File: src/rtl/bubbledrive8_pwrmon_pkg.sv
// Shared definitions for the BubbleDrive8 power monitor: MODE encodings,
// default filter lengths and the top-level state type.
package bubbledrive8_pwrmon_pkg;

  // MODE is the filtered {PWRSTAT, MRST} pair.
  localparam logic [1:0] MODE_EMU       = 2'b00;  // motherboard power, board good
  localparam logic [1:0] MODE_ERR_BOARD = 2'b01;  // motherboard power, board lost
  localparam logic [1:0] MODE_ERR_USB   = 2'b10;  // USB power, board good
  localparam logic [1:0] MODE_STANDBY   = 2'b11;  // safe state held through reset

  // 1 ms settle at 48 MHz, and a 1 us fast path for board power loss.
  localparam int DEFAULT_DEBOUNCE_CYCLES = 48000;
  localparam int DEFAULT_FAIL_CYCLES     = 48;

  typedef enum logic {
    ST_INIT = 1'b0,
    ST_RUN  = 1'b1
  } state_t;

endpackage

File: src/rtl/bubbledrive8_pwrmon_filter.sv
// One power-status channel: 2-flop synchroniser, a previous-value flop used
// by the shared INIT settle, and the RUN-mode change filter with separate
// thresholds for 0->1 and 1->0 moves of the filtered bit.
module bubbledrive8_pwrmon_filter #(
  parameter int RISE_CYCLES = 48000,  // filtered bit 0 -> 1
  parameter int FALL_CYCLES = 48000,  // filtered bit 1 -> 0
  parameter int CNT_W       = 16
) (
  input  logic MCLK,
  input  logic nRESET,
  input  logic raw,       // asynchronous pad input
  input  logic run,       // top FSM is in RUN
  input  logic mode_bit,  // current filtered value owned by the top
  output logic sync,      // synchronised input
  output logic stable,    // synchronised input equals its previous-cycle value
  output logic toggle     // filtered bit must flip this cycle
);

  logic             sync_meta;
  logic             sync_q;
  logic             sync_prev;
  logic [CNT_W-1:0] cnt_q;
  logic [CNT_W-1:0] cnt_d;
  logic [CNT_W-1:0] thr_m1;
  logic             differ;

  // Synchroniser plus one history flop; all reset high to match standby.
  // NOTE: clocked state uses non-blocking (<=) so every flop samples the
  // pre-edge value of its neighbour; blocking here would collapse the chain.
  always_ff @(posedge MCLK or negedge nRESET) begin
    if (!nRESET) begin
      sync_meta <= 1'b1;
      sync_q    <= 1'b1;
      sync_prev <= 1'b1;
    end else begin
      sync_meta <= raw;
      sync_q    <= sync_meta;
      sync_prev <= sync_q;
    end
  end

  // Run-length of disagreement between the input and the filtered bit.
  // NOTE: every output of this block gets a value before any branch, so no
  // path can leave one unassigned and infer a latch.
  always_comb begin
    thr_m1 = mode_bit ? CNT_W'(FALL_CYCLES - 1) : CNT_W'(RISE_CYCLES - 1);
    differ = run && (sync_q != mode_bit);
    toggle = differ && (cnt_q == thr_m1);
    cnt_d  = '0;
    if (differ && !toggle) cnt_d = cnt_q + CNT_W'(1);
  end

  // Filter counter register.
  always_ff @(posedge MCLK or negedge nRESET) begin
    if (!nRESET) cnt_q <= '0;
    else         cnt_q <= cnt_d;
  end

  assign sync   = sync_q;
  assign stable = (sync_q == sync_prev);

endmodule

File: src/rtl/bubbledrive8_pwrmon.sv
// BubbleDrive8 power monitor. Filters the raw board-power (MRST) and
// power-mux (PWRSTAT) signals into MODE for the startup controller. After
// reset both inputs must sit still for DEBOUNCE_CYCLES before MODE is first
// loaded; afterwards each bit moves only once its input has disagreed for
// the channel threshold, and every move is flagged on nCHANGE.
module bubbledrive8_pwrmon
  import bubbledrive8_pwrmon_pkg::*;
#(
  parameter int DEBOUNCE_CYCLES = DEFAULT_DEBOUNCE_CYCLES,
  parameter int FAIL_CYCLES     = DEFAULT_FAIL_CYCLES,
  parameter int CNT_W           = 16
) (
  input  logic       MCLK,
  input  logic       nRESET,
  input  logic       MRST,
  input  logic       PWRSTAT,
  output logic [1:0] MODE,
  output logic       VALID,
  output logic       nCHANGE,
  output logic [7:0] CHANGECNT
);

  state_t           state_q, state_d;
  logic [CNT_W-1:0] init_cnt_q, init_cnt_d;
  logic [1:0]       mode_d;
  logic             valid_d;
  logic             nchange_d;
  logic [7:0]       changecnt_d;
  logic             run;
  logic             mrst_sync, mrst_stable, mrst_toggle;
  logic             pwr_sync, pwr_stable, pwr_toggle;

  assign run = (state_q == ST_RUN);

  // Board power: loss (0->1) must be seen quickly, recovery is debounced.
  bubbledrive8_pwrmon_filter #(
    .RISE_CYCLES(FAIL_CYCLES),
    .FALL_CYCLES(DEBOUNCE_CYCLES),
    .CNT_W      (CNT_W)
  ) u_mrst (
    .MCLK    (MCLK),
    .nRESET  (nRESET),
    .raw     (MRST),
    .run     (run),
    .mode_bit(MODE[0]),
    .sync    (mrst_sync),
    .stable  (mrst_stable),
    .toggle  (mrst_toggle)
  );

  // Power mux: both directions debounced.
  bubbledrive8_pwrmon_filter #(
    .RISE_CYCLES(DEBOUNCE_CYCLES),
    .FALL_CYCLES(DEBOUNCE_CYCLES),
    .CNT_W      (CNT_W)
  ) u_pwr (
    .MCLK    (MCLK),
    .nRESET  (nRESET),
    .raw     (PWRSTAT),
    .run     (run),
    .mode_bit(MODE[1]),
    .sync    (pwr_sync),
    .stable  (pwr_stable),
    .toggle  (pwr_toggle)
  );

  // Next state, MODE update, change pulse and saturating change counter.
  always_comb begin
    state_d     = state_q;
    init_cnt_d  = init_cnt_q;
    mode_d      = MODE;
    valid_d     = VALID;
    nchange_d   = 1'b1;
    changecnt_d = CHANGECNT;
    case (state_q)
      ST_INIT: begin
        if (mrst_stable && pwr_stable) begin
          // Leave INIT on the cycle the settle count arrives at
          // DEBOUNCE_CYCLES-1; the initial load is not a change.
          if (init_cnt_q == CNT_W'(DEBOUNCE_CYCLES - 2)) begin
            mode_d     = {pwr_sync, mrst_sync};
            valid_d    = 1'b1;
            state_d    = ST_RUN;
            init_cnt_d = '0;
          end else begin
            init_cnt_d = init_cnt_q + CNT_W'(1);
          end
        end else begin
          init_cnt_d = '0;
        end
      end
      ST_RUN: begin
        // Both channels may flip together; that still counts as one change.
        if (mrst_toggle || pwr_toggle) begin
          mode_d    = MODE ^ {pwr_toggle, mrst_toggle};
          nchange_d = 1'b0;
          if (CHANGECNT != 8'hFF) changecnt_d = CHANGECNT + 8'd1;
        end
      end
      default: state_d = ST_INIT;
    endcase
  end

  // Registered state and outputs; reset parks MODE in standby.
  always_ff @(posedge MCLK or negedge nRESET) begin
    if (!nRESET) begin
      state_q    <= ST_INIT;
      init_cnt_q <= '0;
      MODE       <= MODE_STANDBY;
      VALID      <= 1'b0;
      nCHANGE    <= 1'b1;
      CHANGECNT  <= 8'd0;
    end else begin
      state_q    <= state_d;
      init_cnt_q <= init_cnt_d;
      MODE       <= mode_d;
      VALID      <= valid_d;
      nCHANGE    <= nchange_d;
      CHANGECNT  <= changecnt_d;
    end
  end

endmodule

File: config.mk
export PLATFORM = sky130hd
export DESIGN_NAME = bubbledrive8_pwrmon
export DESIGN_NICKNAME = d
export VERILOG_FILES = /design/src/rtl/bubbledrive8_pwrmon_pkg.sv /design/src/rtl/bubbledrive8_pwrmon_filter.sv /design/src/rtl/bubbledrive8_pwrmon.sv
export SDC_FILE = /design/constraint.sdc
export NUM_CORES = 1
export LEC_CHECK = 0
export BUFFER_PORTS_ARGS = -buffer_cell sky130_fd_sc_hd__buf_4
export CORE_MARGIN = 2
export CORE_UTILIZATION = 40
export CTS_CLUSTER_DIAMETER = 30
export CTS_CLUSTER_SIZE = 8
export DETAILED_ROUTE_END_ITERATION = 8
export HOLD_SLACK_MARGIN = 0.08
export PLACE_DENSITY = 0.7
export SLEW_MARGIN = 20
export SYNTH_ARGS = -nofsm -noshare
export SYNTH_HDL_FRONTEND = slang
export SYNTH_SLANG_ARGS = --single-unit
File: constraint.sdc
create_clock -name MCLK -period 2 [get_ports MCLK]
set_clock_uncertainty 0.05 [all_clocks]
set_input_delay 0.2 -clock MCLK [delete_from_list [all_inputs] [get_ports MCLK]]
set_output_delay 0.2 -clock MCLK [all_outputs]
set_load 0.005 [all_outputs]
==> flow_summary.yaml <==
routing:
  first_pass_iters: 4
  drt-wirelength-per-cell_um: 13.3
  ant_nets: 0
  vias_per_cell: 5.10
  num_vias: 2417
  drt_first_iter_violations: 117
  wl_um: 6300
  drc: 0
yosys:
  synthTopCellsByArea: "dfrtp_1 (45%), dfstp_2 (7.3%), xor2_1 (7.3%)"
  yosysWarnings: 0
  synth.distinct_cells: 40
  syn_nets: 321
  avgSynthCellArea_um2: 10.4
  seq_area_frac_synth_pct: 52.3
  yosys_most_used_dff: "dfrtp_1"
  synth-seq-cells: 67
  synth-edff-count: 0
  synth_top_area_cell: "dfrtp_1"
  ys_async_sr_fraction_pct: 100
  synthCells: 312
  synth_top_area_share_pct: 44.9
  ys_top_cells_by_count: "dfrtp_1 (58), nor2_1 (50), xor2_1 (27)"
  synth.cell_area_um2: 3230
  synth.most_common_cell: "dfrtp_1"
critical_path:
  rr_startpoint: "u_mrst.cnt_q[8]"
  worstSetupPathType: "reg -> reg"
  r2r_slack_ns: -0.07
  cp-end-kind: "flop"
  cp-start-kind: "flop"
  crit_arrival_ns: 2.25
  cp-startpoint: "u_mrst.cnt_q[8]"
  path_max_fanout: 7
  r2r_cells: 6
  required_ns: 2.18
  r2r_end: "CHANGECNT[1]"
floorplanning:
  num_io_pins: 16
  fp-row-count: 32
  die_x_um: 93.9
  core_um2: 7770
  dieHeight_um: 93.9
  initial_core_util_pct: 41.6
  design.die.area_um2: 8810
global_routing:
  grt_pass1_vias: 2397
  grt_pass1_wl_um: 10800
  grt_max_degree: 42
  gr-total-overflow: 0
  grt_antenna_before_repair: 0
  grt_usage_pct: 15.6
place:
  dp_hpwl_um: 4310
  placed_area_um2: 3650
  io_buffers: 15
  post-place-ws_ns: -0.0764
  place_congestion: 0.806
sta:
  setup_viol: 4
  fin_crit_sh_pct: 104
  setup_slack_ns: -0.0743
  holdWs_ns: 0.258
  tightest_slew_ns: 0.607
  hold_violations: 0
  tns_ns: -0.138
  relSlewSlack_pct: 59.2
  rsz0062_at_grt: "yes"
  period_needed_ns: 2.07
  maxSlewViolCount: 0
  max_freq_ghz: 0.482
clock_tree:
  path_clk_slew_ns: 0.07
  cts_tree: "yes"
  htreeDepth: 3
  root_buffer: "clkbuf_8"
  numClockSinks: 67
  clk_latency_ns: 0.34
  cts_buffers: 9
  clockBufferDepth: 2
worst_hold_path:
  hp-class: "in -> async"
cells_and_area:
  fillers: 696
  seq_area_um2: 1690
  area_growth_syn_to_layout_pct: 24.3
  drive_above_1_share_pct: 25.0
  nets: 376
  final_cell_area_um2: 4010
  multi_input_area_um2: 1510
  insertedDiodeCount: 0
run_status:
  violations: "setup timing"
  status: "finished, violations left"
pwr:
  power_density_nw_per_um2: 679
  ir_worst_vdd_mv: 0.338
  p_leak_nw: 1.73
flow_run:
  drv_cap: 0
worst max-delay path by stage:
stage                         endpoint  slack (ns)
after global placement    CHANGECNT[1]       -0.04
final                     CHANGECNT[1]       -0.07
after detailed placement  CHANGECNT[1]       -0.08
after CTS                 CHANGECNT[1]       -0.05
after global routing      CHANGECNT[6]       -0.13
after floorplan           CHANGECNT[1]       -0.12
per-stage QoR:
| step | util (%) | instances | power [mW] |
|---|---|---|---|
| after global placement | 47.0 | 448 | 1.48 |
| after floorplan | - | 312 | 1.43 |
| after detailed placement | 47.0 | 448 | 1.48 |
| after global routing | 51.7 | 474 | 2.82 |
| final | 51.7 | 474 | 2.72 |
| after CTS | 50.7 | 469 | 2.75 |
final cells by class:
class	count	area share, %
flip-flops and latches	67	42.1
multi-input cells	226	37.7
repair buffers	52	10.4
clock buffers	11	3.77
well taps	102	3.18
clock inverters	5	1.87
inverters	11	1.03
sequential cells by signal, indices dropped and copies added, names as in the netlist:
signal / flops
init_cnt_q: 16
u_mrst.cnt_q: 16
u_pwr.cnt_q: 16
CHANGECNT: 8
MODE: 2
VALID: 1
nCHANGE: 1
run: 1
u_mrst.sync: 1
u_mrst.sync_meta: 1
u_mrst.sync_prev: 1
u_pwr.sync: 1
u_pwr.sync_meta: 1
u_pwr.sync_prev: 1
per-layer routing:
| layer | share of wire (%) | track usage (%) |
|---|---|---|
| met1 | 47 | 20.1 |
| met5 | 0 | 0 |
| met4 | 2.1 | 8.09 |
| met3 | 1.9 | 2.41 |
| met2 | 49 | 25.2 |
layout by cell type, fill, tap and decap left out, drive strengths merged, types with 4 or more instances in the layout:
cell type | netlist | routed
dfrtp | 58 | 58
nor2 | 50 | 50
buf | 5 | 49
xor2 | 27 | 27
nand3 | 27 | 27
xnor2 | 21 | 21
nand2 | 18 | 18
nand4 | 11 | 11
inv | 11 | 11
clkbuf | 3 | 11
dfstp | 9 | 9
o21ai | 9 | 9
and3 | 6 | 6
a211oi | 6 | 6
nor3 | 6 | 6
and4 | 5 | 5
ha | 5 | 5
nor4 | 5 | 5
a21oi | 4 | 4
report_power, final:
part	leakage [nW]	total (mW)	internal, mW	switching [mW]
clock	0.119	1.26	0.763	0.500
sequential	0.904	1.38	1.37	0.00827
combinational	0.707	0.0828	0.0275	0.0553
logic make-up (layout without fill, tap and decap cells):
| logic type | Yosys count | in the layout | synth area share [%] |
|---|---|---|---|
| AO/OA/AOI/OAI | 25 | 25 | 5.46 |
| buffers and inverters | 19 | 79 | 2.52 |
| multiplexers | 5 | 5 | 1.67 |
| adder cells (fa/ha/maj) | 5 | 5 | 1.94 |
| AND/OR/NAND/NOR | 143 | 143 | 23.1 |
| flip-flops | 67 | 67 | 52.3 |
| XOR/XNOR | 48 | 48 | 13.0 |
critical path, cell delays in order, from the launching register on:
cell and delay [ns]:
dfrtp_1 0.38, or4_4 0.54, mux2i_2 0.19, nand4b_1 0.16, buf_6 0.18, a21boi_4 0.16, mux2_4 0.31
repair_timing:
| item | CTS | global route |
|---|---|---|
| pin swaps | 4 | 2 |
| setup buffers | 2 | 5 |
| gates resized for setup | 2 | 9 |
| hold buffers | 3 | 0 |
| endpoints found under the hold margin | 61 | 0 |
| endpoints found under the setup margin | 6 | 18 |
Note: power is estimated with default switching activity, not from simulation.
